**src/rtl/udp_tx_arbiter.sv**
```systemverilog
// udp_tx_arbiter
// Shares one UDP transmit path between NUM_REQ packet sources. Each packet runs
// IDLE -> GRANT -> SEND -> DRAIN -> GAP; illegal lengths are rejected with a
// drop pulse and still pay the inter-packet gap.
//
// Build option: define UDP_ARB_PRIO0_EN to give source 0 strict priority
// (source-0 wins leave the round-robin pointer untouched). Undefined: pure
// round-robin across all sources.
//
// Ports
//   clock, reset_n  : clock (rising edge) and asynchronous active-low reset
//   req             : per-source packet pending (level)
//   req_length      : payload length, source i at [16i+15:16i]
//   req_port_id     : local port offset ID, source i at [8i+7:8i]
//   req_dst_port    : destination UDP port, source i at [16i+15:16i]
//   req_data        : first-word-fall-through payload byte, source i at [8i+7:8i]
//   grant           : one-hot granted source, GRANT through DRAIN
//   rd_en           : byte consumed this cycle (SEND only)
//   drop            : one-cycle pulse for a rejected request
//   udp_tx_enable   : one pulse per payload byte, contiguous
//   udp_data        : payload byte (combinational mux, 0 outside SEND)
//   udp_length      : payload length of the last accepted packet
//   udp_port_id     : port offset ID of the last accepted packet
//   udp_dst_port    : destination port of the last accepted packet
//   udp_active      : sender still shifting header/payload
//   busy            : arbiter not idle
module udp_tx_arbiter #(
  parameter int unsigned NUM_REQ    = 4,
  parameter logic [15:0] MAX_LEN    = 16'd1444,
  parameter int unsigned GAP_CYCLES = 12
) (
  input  logic                   clock,
  input  logic                   reset_n,
  input  logic [NUM_REQ-1:0]     req,
  input  logic [16*NUM_REQ-1:0]  req_length,
  input  logic [8*NUM_REQ-1:0]   req_port_id,
  input  logic [16*NUM_REQ-1:0]  req_dst_port,
  input  logic [8*NUM_REQ-1:0]   req_data,
  output logic [NUM_REQ-1:0]     grant,
  output logic [NUM_REQ-1:0]     rd_en,
  output logic [NUM_REQ-1:0]     drop,
  output logic                   udp_tx_enable,
  output logic [7:0]             udp_data,
  output logic [15:0]            udp_length,
  output logic [7:0]             udp_port_id,
  output logic [15:0]            udp_dst_port,
  input  logic                   udp_active,
  output logic                   busy
);

  localparam int unsigned IDX_W = (NUM_REQ > 1) ? $clog2(NUM_REQ) : 1;
  localparam int unsigned GAP_W = (GAP_CYCLES > 1) ? $clog2(GAP_CYCLES + 1) : 1;

  typedef enum logic [2:0] {
    S_IDLE,
    S_GRANT,
    S_SEND,
    S_DRAIN,
    S_GAP
  } state_t;

  state_t             state;
  logic [IDX_W-1:0]   last_grant;
  logic [IDX_W-1:0]   cur_idx;
  logic               cur_ok;
  logic [15:0]        byte_cnt;
  logic [GAP_W-1:0]   gap_cnt;

  logic [IDX_W-1:0]   pick_idx;
  logic [IDX_W-1:0]   cand;
  logic               pick_any;
  logic               pick_ok;
  logic [15:0]        pick_len;
  logic [NUM_REQ-1:0] pick_onehot;

  logic [15:0] len_arr  [NUM_REQ];
  logic [7:0]  pid_arr  [NUM_REQ];
  logic [15:0] dst_arr  [NUM_REQ];
  logic [7:0]  data_arr [NUM_REQ];

  // Unpack the flat per-source buses into indexable arrays
  for (genvar g = 0; g < NUM_REQ; g++) begin : g_unpack
    assign len_arr[g]  = req_length[16*g +: 16];
    assign pid_arr[g]  = req_port_id[8*g +: 8];
    assign dst_arr[g]  = req_dst_port[16*g +: 16];
    assign data_arr[g] = req_data[8*g +: 8];
  end

  // Round-robin winner: search upward from last_grant+1 with wrap. The loop
  // runs from the farthest candidate to the nearest so the nearest wins.
  always_comb begin
    pick_any = |req;
    pick_idx = '0;
    cand     = '0;
    for (int k = int'(NUM_REQ); k >= 1; k--) begin
      cand = IDX_W'((32'(last_grant) + 32'(k)) % NUM_REQ);
      if (req[cand]) pick_idx = cand;
    end
`ifdef UDP_ARB_PRIO0_EN
    if (req[0]) pick_idx = '0;
`endif
    pick_len    = len_arr[pick_idx];
    pick_ok     = (pick_len != 16'd0) && (pick_len <= MAX_LEN);
    pick_onehot = '0;
    pick_onehot[pick_idx] = 1'b1;
  end

  // Payload mux; zero whenever no byte is being handed to the sender
  always_comb begin
    udp_data = 8'h00;
    if (udp_tx_enable) udp_data = data_arr[cur_idx];
  end

  // Packet sequencer with registered outputs
  always_ff @(posedge clock or negedge reset_n) begin
    if (!reset_n) begin
      state         <= S_IDLE;
      last_grant    <= IDX_W'(NUM_REQ - 1);
      cur_idx       <= '0;
      cur_ok        <= 1'b0;
      byte_cnt      <= '0;
      gap_cnt       <= '0;
      grant         <= '0;
      rd_en         <= '0;
      drop          <= '0;
      udp_tx_enable <= 1'b0;
      udp_length    <= '0;
      udp_port_id   <= '0;
      udp_dst_port  <= '0;
      busy          <= 1'b0;
    end else begin
      drop <= '0;
      case (state)
        S_IDLE: begin
          if (pick_any) begin
            state    <= S_GRANT;
            busy     <= 1'b1;
            cur_idx  <= pick_idx;
            cur_ok   <= pick_ok;
            byte_cnt <= pick_len;
`ifdef UDP_ARB_PRIO0_EN
            if (pick_idx != '0) last_grant <= pick_idx;
`else
            last_grant <= pick_idx;
`endif
            // Grant and header fields only for a legal length; a reject
            // leaves the sender-facing registers untouched.
            if (pick_ok) begin
              grant        <= pick_onehot;
              udp_length   <= pick_len;
              udp_port_id  <= pid_arr[pick_idx];
              udp_dst_port <= dst_arr[pick_idx];
            end else begin
              drop <= pick_onehot;
            end
          end
        end

        S_GRANT: begin
          if (cur_ok) begin
            state         <= S_SEND;
            udp_tx_enable <= 1'b1;
            rd_en         <= grant;
          end else begin
            state   <= S_GAP;
            gap_cnt <= GAP_W'(GAP_CYCLES - 1);
          end
        end

        // req is not looked at here: the source owes every latched byte
        S_SEND: begin
          if (byte_cnt == 16'd1) begin
            state         <= S_DRAIN;
            udp_tx_enable <= 1'b0;
            rd_en         <= '0;
          end else begin
            byte_cnt <= byte_cnt - 16'd1;
          end
        end

        S_DRAIN: begin
          if (!udp_active) begin
            state   <= S_GAP;
            grant   <= '0;
            gap_cnt <= GAP_W'(GAP_CYCLES - 1);
          end
        end

        S_GAP: begin
          if (gap_cnt == '0) begin
            state <= S_IDLE;
            busy  <= 1'b0;
          end else begin
            gap_cnt <= gap_cnt - GAP_W'(1);
          end
        end

        default: begin
          state <= S_IDLE;
          busy  <= 1'b0;
        end
      endcase
    end
  end

endmodule

```
**config.mk**
```make
export PLATFORM = sky130hd
export DESIGN_NAME = udp_tx_arbiter
export DESIGN_NICKNAME = d
export VERILOG_FILES = /design/src/rtl/udp_tx_arbiter.sv
export SDC_FILE = /design/constraint.sdc
export NUM_CORES = 1
export LEC_CHECK = 0
export ABC_CLOCK_PERIOD_IN_PS = 8000
export CAP_MARGIN = 20
export CORE_MARGIN = 2
export CORE_UTILIZATION = 44
export DETAILED_ROUTE_END_ITERATION = 16
export PLACE_DENSITY = 0.95
export SLEW_MARGIN = 20
export SYNTH_ARGS = -nofsm -noshare
export SYNTH_HDL_FRONTEND = slang
export SYNTH_SLANG_ARGS = --single-unit
```
**constraint.sdc**
```tcl
create_clock -name clock -period 8 [get_ports clock]
set_input_delay 2.4 -clock clock [delete_from_list [all_inputs] [get_ports clock]]
set_output_delay 2.4 -clock clock [all_outputs]
set_load 0.02 [all_outputs]
```
Word level (Yosys, flattened, before mapping)

Cells that the tools add are included.
W data, S select, Z words.

Register bits: 82
Bits in latches: 0
Bits in writable memories: 0
Memory bits (read-only): 0
Bits of input ports: 199
Output and inout bits: 62
Logic and storage cells: 121
Memories: 0

Add/sub/neg operators: 6
$mul: 0
Divide/modulo/power cells: 0
Order comparisons: 9
Eq/ne operators: 14
Shifts and indexed selects: 0
Muxes and demuxes: 56
Bitwise operators: 3
Reduce and logical (&&, ||, !) cells: 19

Operators with widths:

| operator                | number |
|---|---|
| $mux W16                | 6 |
| $bmux W16 S2            | 2 |
| $mux W4                 | 11 |
| $mux W8                 | 5 |
| $bmux W8 S2             | 2 |
| $pmux W16 S2            | 1 |
| $ne A2 B2 Y1 const B    | 9 |
| $eq A16 B1 Y1 const B   | 1 |
| $le A16 B11 Y1 const B  | 1 |
| $pmux W4 S2             | 2 |
| $reduce_bool A16 Y1     | 1 |
| $sub A16 B1 Y16 const B | 1 |
| $lt A2 B3 Y1 const B    | 5 |
| $mux W3                 | 5 |
| $pmux W3 S5             | 1 |
| $pmux W4 S3             | 1 |
| $reduce_and A3 Y1       | 4 |
| $reduce_and A4 Y1       | 3 |
| $mux W1                 | 9 |
| $bmux W1 S2             | 4 |
| $mux W2                 | 4 |
| $eq A3 B2 Y1 const B    | 2 |
| $ge A3 B3 Y1 const B    | 2 |
| $not A2 Y3              | 2 |
| 18 further kinds        | 23 |

Longest topological paths before layout

Gate-level depths: netlist of run 1.

Depth in word-level cells: 16
Mapped depth: 12
Mapped depth without buffers: 10

Least setup slack after synthesis of run 1

No wires, ideal clock.

Kind: input port to output port
From: input req_data[24]
To: output udp_data[0]
Arrival: 3060 ps
Data required time: 5600 ps
Slack: 2540 ps
Cell stages on the path: 2
Buffers on the path: 0
Path through: mux4_2 > and2_1

Cells in the longest elaborated chain, start to end: 4

Ends and longest elaborated chain:

| element                                     | RTL line | source |
|---|---|---|
| start, declared                             | 38       | `input logic [8*NUM_REQ-1:0] req_data,` |
| $bmux W8 S2                                 | 111      | `if (udp_tx_enable) udp_data = data_arr[cur_idx];` |
| $mux W8 (implied by the code) (2 in series) | 111      |  |
| $mux W8                                     | 111      |  |
| end, declared                               | 43       | `output logic [7:0] udp_data,` |

Every way passes these cells. The select of a mux whose other input is x is not followed.

Worst setup path in the final report of run 1

From: input req_data[1]
To: output udp_data[1]

The elaborated chain is that of the path after synthesis.

==> summary.md, run 1 <==
| Metric | Value |
|---|---|
| Total Routing Usage GR | 0.258 |
| Slew Limit Headroom | 0.282 |
| Period utilization | 0.800 |
| Clock-pin slew of the registers on the worst-case setup and hold paths | 0.06 ns |
| Detailed-placement wirelength estimate | 13.0 mm |
| Startpoint of the worst hold path | udp_dst_port[3] |
| Max Transition Viols Final | 0 |
| Total count of hold-check failures in the final report | 0 |
| Total placed cells including tap cells | 913 |
| Placeable Area | 0.0115 mm2 |
| Critical R2R Launch | last_grant[1] |
| Crit end category | output pin |
| Max Fanout on Critical Path | 1 |
| Fill cells | 803 |
| Share of synthesized flip-flops with an asynchronous set or reset | 1.00 |
| Net switching component of the power | 995 uW |
| Area share of and/or/nand/nor cells after synthesis | 0.181 |
| Area of the multi-input gates | 0.00294 mm2 |
| Starting density of the core | 0.454 |
| Detailed Routing Iterations Pass 1 | 5 |
| Area share of the largest cell type after synthesis | 0.384 |
| CP Launch Type | input port |
| Initial DRC Count | 247 |
| Postcts setup bufs | 0 |
| Area share of fa/ha/maj cells after synthesis | 0.00721 |
| Hold Path Sink | udp_dst_port[3] |
| Clock tree from TritonCTS | built |
| Later-pin clock latency in the skew report | 0.34 ns |
| Pre-CTS setup slack | 1.36 ns |
| Combinational family with the most area after synthesis | multiplexers |
| Dominant synthesized flop cell | dfrtp_1 |
| Dpl cell area | 0.00785 mm2 |
| Hold Buf Count CTS | 0 |
| Syn_nets | 746 |
| Sequential cell area fraction in the yosys report | 0.395 |
| Cell count of the worst reg-to-reg path | 10 |
| Cell variety after synth | 52 |
| Switching part of the total power | 0.418 |
| Mux cell area share after synthesis | 0.212 |
| Worst setup path startpoint | req_data[1] |
| Hold path depth | 1 |
| Final routed wire length divided by cell count | 18.2 um |
| Mean Syn Cell Area | 9.57 um2 |
| Post-route DRC violation count | 0 |
| Crit path arrival time | 4.00 ns |
| Final weighted congestion in routability-driven placement | 0.874 |
| Compound-cell area share of the yosys netlist | 0.158 |
| CTS root buf | clkbuf_16 |
| Gates resized, CTS repair | 0 |
| Post-route setup TNS | 0 ns |
| Port bufs | 260 |
| Cell Count, Final, Fillers Out | 930 |
| Least-Margin Pin Slew | 1.08 ns |
| Start-to-end type of the worst setup path | in2out |
| Global route total overflow | 0 |
| Worst path setup slack after routing | 1.60 ns |
| Vias post-DR | 5309 |
| Status | finished clean |
| Post-detailed-routing wire length | 17.0 mm |
| Core Util, Final | 0.710 |
| Ratio of cells with drive above 1 in the final layout | 0.0572 |
| Leading area contributor after synthesis | dfrtp_1 |
| Register share of total power | 0.299 |
| Number of global-route vias before repair | 5342 |
| Vias/cell | 5.71 |
| Crit Reg-Reg Endpoint | udp_port_id[5] |
| Die width | 113 um |
| RSZ-0062 raised after global routing | no |
| Total internal power | 1390 uW |
| Cell count after synthesis | 544 |
| Clk buf depth | 2 |
| Count of endpoints failing setup in the final report | 0 |
| Synthesized-area fraction occupied by xor and xnor cells | 0.00168 |
| Shortest period the worst path allows | 6.40 ns |
| TritonCTS Buffers | 9 |
| Std-Cell Rows | 39 |
| Total Nets Final | 984 |
| Area growth from synthesis to layout | 56.3% |
| Gate power share | 0.532 |
| Max-cap violations | 0 |
| Maximum clock frequency | 156 MHz |
| Post-Route Skew | 0.00826 ns |
| Post-route standard cell area excluding fillers | 0.00814 mm2 |
| Largest net degree at the start of global routing | 83 |
| Clock group share of total power | 0.168 |
| Worst ir drop on vdd | 213 uV |
| Number of antenna violations at the first check in global routing | 0 |
| Clock sinks | 82 |
| First-pass GRT wire length | 26.3 mm |
| Top-level I/O count | 261 |
| Die area | 0.0127 mm2 |
| Path type of the worst min-delay path | reg2reg |
| Leak pwr | 0.00345 uW |
| Endpoint required time on the critical path | 5.60 ns |
| Seq cells post-synth | 82 |
| Register area | 0.00205 mm2 |
| H-Tree Depth | 3 |
| Post-route antenna net violation count | 0 |
| Pwr per Cell Area | 293 mW/mm2 |
| Height of the die | 113 um |
| Flop2flop setup slack | 3.73 ns |
| Number of diodes | 0 |
| Summed instance area of the synthesized netlist | 0.00521 mm2 |
| Post-synth EDFFs | 0 |
| Synthesis Warnings | 0 |
| Largest cells by area after synthesis | dfrtp_1 38%, mux2i_1 10%, mux2_1 6.5%, nand2_1 5.1%, and2_1 4.1% |
-- worst max-delay path by stage --
stage	end	slack [ns]	cells after the start
after floorplan	udp_data[0]	2.54	2
after global placement	udp_port_id[5]	1.47	11
after detailed placement	udp_port_id[5]	1.36	11
after CTS	udp_data[1]	1.59	4
after global routing	udp_port_id[5]	1.42	11
final	udp_data[1]	1.60	4
-- worst max-delay path: stages --
cell             delay [ns]
clkdlybuf4s50_1        0.43
mux4_2                 0.46
and2_1                 0.16
clkdlybuf4s50_1        0.55
-- stage by stage --
step | hold WS [ns] | power (uW)
5_1_grt | 0.497 | 2520
6_report | 0.486 | 2380
3_5_place_dp | 0.475 | 1980
3_3_place_gp | 0.455 | 1910
4_1_cts | 0.489 | 2380
2_1_floorplan | 0.442 | 1500
-- cell type report --
class,instances,share of cell area
multi-input cells,414,0.361
repair buffers,266,0.325
inverters,9,0.00415
well taps,143,0.0220
clock buffers,10,0.0294
flip-flops and latches,82,0.252
clock inverters,6,0.00584
-- cell usage after synthesis (6+ instances only) --
library cell,n
a31oi_1,26
nor3_1,14
nand2_1,71
a21oi_1,22
mux4_2,8
nor2b_1,8
o21ai_0,19
inv_1,9
nand3_1,6
nor2_1,30
dfrtp_1,80
mux2i_1,53
a211oi_1,25
nor4_1,10
nand2b_1,7
mux2_1,30
and2_1,34
clkbuf_1,27
-- state kept, by name, indices dropped and copies added, names as in the netlist, 3 cells and up --
register / cells
byte_cnt: 16
drop: 4
gap_cnt: 4
grant: 4
rd_en: 4
state: 3
udp_dst_port: 16
udp_length: 16
udp_port_id: 8
-- power by group through the flow --
| stage | Clock [uW] | Combinational (uW) | Sequential (uW) |
|---|---|---|---|
| 2_1_floorplan | 0 | 732 | 764 |
| 3_3_place_gp | 0 | 1210 | 701 |
| 3_5_place_dp | 0 | 1260 | 717 |
| 4_1_cts | 407 | 1260 | 711 |
| 5_1_grt | 428 | 1360 | 734 |
| 6_report | 401 | 1270 | 713 |
-- placed cells by master (no fill, tap or decap), types with 3 or more instances in the layout --
| cell | Yosys | final |
|---|---|---|
| nand2_1 | 71 | 71 |
| a22oi_1 | 3 | 3 |
| clkdlybuf4s50_1 | 0 | 259 |
| ha_1 | 3 | 3 |
| nor4_1 | 10 | 10 |
| a21oi_1 | 22 | 22 |
| nor2b_1 | 8 | 8 |
| mux2_2 | 5 | 5 |
| clkbuf_16 | 0 | 9 |
| o22ai_1 | 3 | 3 |
| nand2b_1 | 7 | 7 |
| inv_1 | 9 | 9 |
| nor2_1 | 30 | 30 |
| a211oi_1 | 25 | 25 |
| nor3_1 | 14 | 14 |
| mux2_1 | 30 | 30 |
| a31oi_1 | 26 | 26 |
| nand3_1 | 6 | 6 |
| mux4_2 | 8 | 8 |
| a21o_1 | 3 | 3 |
| and2_1 | 34 | 34 |
| a22o_1 | 5 | 5 |
| inv_6 | 0 | 3 |
| mux2i_1 | 53 | 53 |
| dfrtp_1 | 80 | 80 |
| buf_4 | 4 | 5 |
| o21ai_0 | 19 | 19 |
-- per-layer routing --
layer  vias to the layer above  share of wire  track usage
li1                       2463              -            -
met1                      2539           0.37        0.292
met2                       272           0.52        0.473
met3                        35          0.080       0.0557
met4                         0          0.025       0.0984
met5                         -              0            0
-- cell families after synthesis --
family	Yosys count
AOI/OAI and AO/OA	123
muxes	96
adders and majority gates	3
DFF	82
xor gates and xnor gates	1
and+or+nand+nor	191
buffers and inverters	48
Note: power is estimated with default switching activity, not from simulation.
==> inputs of run 2 (changes only) <==
ABC_CLOCK_PERIOD_IN_PS = 6150   (was 8000)
CORE_UTILIZATION = 41   (was 44)
PLACE_DENSITY = 0.92   (was 0.95)
clock period = 6.15 ns   (was 8 ns; I/O delays follow)
==> summary.md, run 2 (synthesis gave the netlist of run 1 again) <==
| Metric | Value |
|---|---|
| Net switching component of the power | 1280 uW |
| Crit-path most repeated cell | clkdlybuf4s50_1 |
| Crit path largest cell delay | 0.53 ns |
| Path type of the worst min-delay path | reg2reg |
| Least-Margin Pin Slew | 0.893 ns |
| Max Fanout on Critical Path | 1 |
| Post-Route Skew | 0.0103 ns |
| Clock sinks | 82 |
| Std-Cell Rows | 41 |
| Post-route setup TNS | 0 ns |
| Clock-pin slew of the registers on the worst-case setup and hold paths | 0.06 ns |
| Pwr per Cell Area | 383 mW/mm2 |
| H-Tree Depth | 3 |
| Clock group share of total power | 0.184 |
| Register share of total power | 0.294 |
| TritonCTS Buffers | 9 |
| Total count of hold-check failures in the final report | 0 |
| Global route total overflow | 0 |
| Postcts setup bufs | 0 |
| Port bufs | 260 |
| Crit path arrival time | 3.50 ns |
| First-pass GRT wire length | 25.3 mm |
| CP Launch Type | input port |
| Post-route standard cell area excluding fillers | 0.00826 mm2 |
| Worst ir drop on vdd | 150 uV |
| Leak pwr | 0.00347 uW |
| Worst path setup slack after routing | 0.805 ns |
| Vias post-DR | 5195 |
| Post-detailed-routing wire length | 16.6 mm |
| Detailed Routing Iterations Pass 1 | 5 |
| Starting density of the core | 0.416 |
| Switching part of the total power | 0.405 |
| Vias/cell | 5.41 |
| Max Transition Viols Final | 0 |
| Endpoint required time on the critical path | 4.30 ns |
| Most common cell after layout, fill and taps aside | clkdlybuf4s50_1 |
| Height of the die | 117 um |
| Pre-CTS setup slack | 0.535 ns |
| Area growth from synthesis to layout | 58.6% |
| RSZ-0062 raised after global routing | no |
| Period utilization | 0.869 |
| Core Util, Final | 0.660 |
| Largest net degree at the start of global routing | 83 |
| Top-level I/O count | 261 |
| Maximum clock frequency | 187 MHz |
| Worst-path cell with the longest stage delay | clkdlybuf4s50_1 |
| Crit end category | output pin |
| Hold Buf Count CTS | 0 |
| Post-route DRC violation count | 0 |
| Later-pin clock latency in the skew report | 0.34 ns |
| Worst path cell trace | clkdlybuf4s50_1 > mux4_2 > and2_1 > clkdlybuf4s50_1 |
| Gate power share | 0.523 |
| Final weighted congestion in routability-driven placement | 0.873 |
| Post-route antenna net violation count | 0 |
| Start-to-end type of the worst setup path | in2out |
| Shortest period the worst path allows | 5.34 ns |
| Clock tree from TritonCTS | built |
| Total internal power | 1880 uW |
| Gates resized, CTS repair | 0 |
| Status | finished clean |
| Clk buf depth | 2 |
| Final routed wire length divided by cell count | 17.3 um |
| Hold slack | 0.475 ns |
| CTS root buf | clkbuf_16 |
| Number of global-route vias before repair | 5235 |
| Ratio of cells with drive above 1 in the final layout | 0.0596 |
| Initial DRC Count | 198 |
| Max-cap violations | 0 |
| Number of antenna violations at the first check in global routing | 0 |
| Placeable Area | 0.0125 mm2 |
| Detailed-placement wirelength estimate | 12.7 mm |
| Largest registers | byte_cnt x16, udp_dst_port x16, udp_length x16 |
| Slew Limit Headroom | 0.403 |
| Die area | 0.0136 mm2 |
| Number of diodes | 0 |
| Dpl cell area | 0.00793 mm2 |
| Total Routing Usage GR | 0.240 |
| Die width | 117 um |
| Count of endpoints failing setup in the final report | 0 |
| Most used cells in the layout excluding fill and tap cells | 259 x clkdlybuf4s50_1, 80 x dfrtp_1, 71 x nand2_1 |
| Total Nets Final | 986 |
-- run 2: power groups by stage --
| stage | Sequential, uW | Combinational [uW] | Clock (uW) |
|---|---|---|---|
| after floorplan | 994 | 952 | 0 |
| after global placement | 926 | 1600 | 0 |
| after detailed placement | 934 | 1650 | 0 |
| after CTS | 928 | 1660 | 595 |
| after global routing | 960 | 1800 | 621 |
| final | 929 | 1650 | 582 |
-- run 2: final timing paths --
| check | start | end | slack, ns | depth (start not counted) |
|---|---|---|---|---|
| max | req_data[0] | udp_data[0] | 0.81 | 4 |
| min | cur_ok | cur_ok | 0.48 | 1 |
| max reg2reg | last_grant[1] | udp_dst_port[13] | 2.20 | 9 |
| min reg2reg | cur_ok | cur_ok | 0.48 | 1 |
| max in group asynchronous | reset_n | udp_dst_port[7] | 4.09 | 1 |
| min in group asynchronous | reset_n | byte_cnt[11] | 1.54 | 1 |
-- run 2: routing by layer --
layer,vias up,GRT usage,wire [um]
li1,2461,-,-
met1,2469,0.281,6350
met2,234,0.420,8370
met3,31,0.0550,1440
met4,0,0.106,467
met5,-,0,0
-- run 2: critical path: cells and delay by family --
kind	cells	cell delay, ns
mux	1	0.49
simple gates	1	0.19
buf+inv	2	0.97
-- run 2: cell type report --
cell class	count	area (um2)
repair buffers	268	2690
fillers	1004	4260
clock inverters	6	90.1
inverters	9	33.8
flip-flops and latches	82	2050
well taps	172	215
multi-input cells	414	2950
clock buffers	10	229
-- run 2: stage by stage --
| stage | cells | power, uW |
|---|---|---|
| 3_3_place_gp | 945 | 2530 |
| 5_1_grt | 961 | 3380 |
| 6_report | 961 | 3170 |
| 4_1_cts | 961 | 3180 |
| 2_1_floorplan | 544 | 1950 |
| 3_5_place_dp | 945 | 2580 |
==> inputs of run 3 (changes only) <==
ABC_CLOCK_PERIOD_IN_PS = 4900   (was 6150)
CORE_UTILIZATION = 37   (was 41)
PLACE_DENSITY = 0.88   (was 0.92)
TNS_END_PERCENT = 20   (was not set)
clock period = 4.9 ns   (was 6.15 ns; I/O delays follow)
==> summary.md, run 3 (synthesis gave the netlist of run 1 again) <==
| Metric | Value |
|---|---|
| Global route total overflow | 0 |
| Total design power | 4010 uW |
| Max Fanout on Critical Path | 1 |
| Net switching component of the power | 1630 uW |
| Crit end category | output pin |
| Slew Limit Headroom | 0.354 |
| Pre-CTS setup slack | 0.243 ns |
| Register share of total power | 0.291 |
| CP Capture Point | udp_data[4] |
| Status | finished clean |
| Maximum clock frequency | 221 MHz |
| CTS root buf | clkbuf_16 |
| Starting density of the core | 0.377 |
| Top-level I/O count | 261 |
| Leak pwr | 0.00352 uW |
| Port bufs | 260 |
| Cell count of the worst reg-to-reg path | 10 |
| Gate power share | 0.537 |
| Worst ir drop on vdd | 249 uV |
| Crit Reg-Reg Endpoint | udp_dst_port[13] |
| Crit path arrival time | 3.05 ns |
| Die width | 123 um |
| Max-cap violations | 0 |
| Largest net degree at the start of global routing | 61 |
| Total placed cells including tap cells | 965 |
| Worst-path cell with the longest stage delay | clkdlybuf4s50_1 |
| Path type of the worst min-delay path | reg2reg |
| Later-pin clock latency in the skew report | 0.34 ns |
| Ratio of cells with drive above 1 in the final layout | 0.0724 |
| Flop2flop setup slack | 1.49 ns |
| Total Nets Final | 998 |
| Clock group share of total power | 0.172 |
| Detailed Routing Iterations Pass 1 | 5 |
| Clock-pin slew of the registers on the worst-case setup and hold paths | 0.06 ns |
| Post-detailed-routing wire length | 16.7 mm |
| Total Routing Usage GR | 0.223 |
| Clock tree from TritonCTS | built |
| Std-Cell Rows | 43 |
| Postcts setup bufs | 0 |
| Gates resized, CTS repair | 0 |
| Switching part of the total power | 0.406 |
| Least-Margin Pin Slew | 0.966 ns |
| RSZ-0062 raised after global routing | no |
| Number of antenna violations at the first check in global routing | 0 |
| Largest registers | byte_cnt x16, udp_dst_port x16, udp_length x16 |
| Worst path setup slack after routing | 0.383 ns |
| Period utilization | 0.922 |
| Worst setup path startpoint | req_data[4] |
| Hold Buf Count CTS | 0 |
| CP Launch Type | input port |
| Total internal power | 2380 uW |
| Clk buf depth | 2 |
| Final routed wire length divided by cell count | 17.0 um |
| Number of diodes | 0 |
| Clock sinks | 82 |
| Worst path cell trace | clkdlybuf4s50_1 > mux4_2 > and2_1 > clkdlybuf4s50_1 |
| Detailed-placement wirelength estimate | 13.1 mm |
| Critical R2R Launch | last_grant[1] |
| Final weighted congestion in routability-driven placement | 0.860 |
| Post-route DRC violation count | 0 |
| Max Transition Viols Final | 0 |
| Vias post-DR | 5225 |
| Height of the die | 123 um |
| Die area | 0.0150 mm2 |
| Crit path largest cell delay | 0.55 ns |
| Placeable Area | 0.0138 mm2 |
| First-pass GRT wire length | 26.1 mm |
| Initial DRC Count | 240 |
| Post-route antenna net violation count | 0 |
| Number of global-route vias before repair | 5295 |
| Post-Route Skew | 0.00476 ns |
| Most common cell after layout, fill and taps aside | clkdlybuf4s50_1 |
| Vias/cell | 5.33 |
| H-Tree Depth | 3 |
| Post-route setup TNS | 0 ns |
| Area growth from synthesis to layout | 59.9% |
| Pwr per Cell Area | 481 mW/mm2 |
| Most used cells in the layout excluding fill and tap cells | 259 x clkdlybuf4s50_1, 80 x dfrtp_1, 71 x nand2_1 |
| Shortest period the worst path allows | 4.52 ns |
| Total count of hold-check failures in the final report | 0 |
| TritonCTS Buffers | 9 |
| Crit-path most repeated cell | clkdlybuf4s50_1 |
| Endpoint required time on the critical path | 3.43 ns |
| Count of endpoints failing setup in the final report | 0 |
| Start-to-end type of the worst setup path | in2out |
| Cell Count, Final, Fillers Out | 981 |
==> run 3: stage by stage <==
stage | hold WS [ns] | utilization | cell area (um2)
6_report | 0.471 | 0.602 | 8330
5_1_grt | 0.505 | 0.602 | 8330
4_1_cts | 0.475 | 0.602 | 8330
3_5_place_dp | 0.461 | 0.580 | 8020
3_3_place_gp | 0.453 | 0.580 | 8020
2_1_floorplan | 0.442 | - | 5210
==> run 3: critical path: cells and delay by family <==
| family | cells | cell delay (ns) |
|---|---|---|
| buffers and inverters | 2 | 0.96 |
| multiplexers | 1 | 0.46 |
| AND/OR/NAND/NOR | 1 | 0.17 |
==> run 3: final cells by class <==
class / count / area, um2
clock buffers: 11 / 243
clock inverters: 5 / 62.6
fillers: 1137 / 5500
inverters: 9 / 33.8
multi-input cells: 414 / 2930
flip-flops and latches: 82 / 2050
well taps: 180 / 225
repair buffers: 280 / 2780
==> run 3: worst min-delay path by stage <==
stage / start / to / cells after the start
floorplan: cur_ok / cur_ok / 1
global placement: cur_ok / cur_ok / 1
detailed placement: cur_ok / cur_ok / 1
CTS: cur_ok / cur_ok / 1
global route: udp_length[3] / udp_length[3] / 1
finish: cur_ok / cur_ok / 1
==> run 3: power groups by stage <==
stage	combinational, uW	clock [uW]	sequential, uW
4_1_cts	2160	700	1170
2_1_floorplan	1200	0	1250
3_5_place_dp	2140	0	1180
6_report	2150	690	1170
5_1_grt	2330	733	1210
3_3_place_gp	2090	0	1160
==> run 3: layer usage <==
metal  vias up  track usage  wire (um)
li1       2496            -          -
met1      2470        0.268       6540
met2       223        0.387       8580
met3        36       0.0488       1130
met4         0       0.0869        413
met5         -            0          0
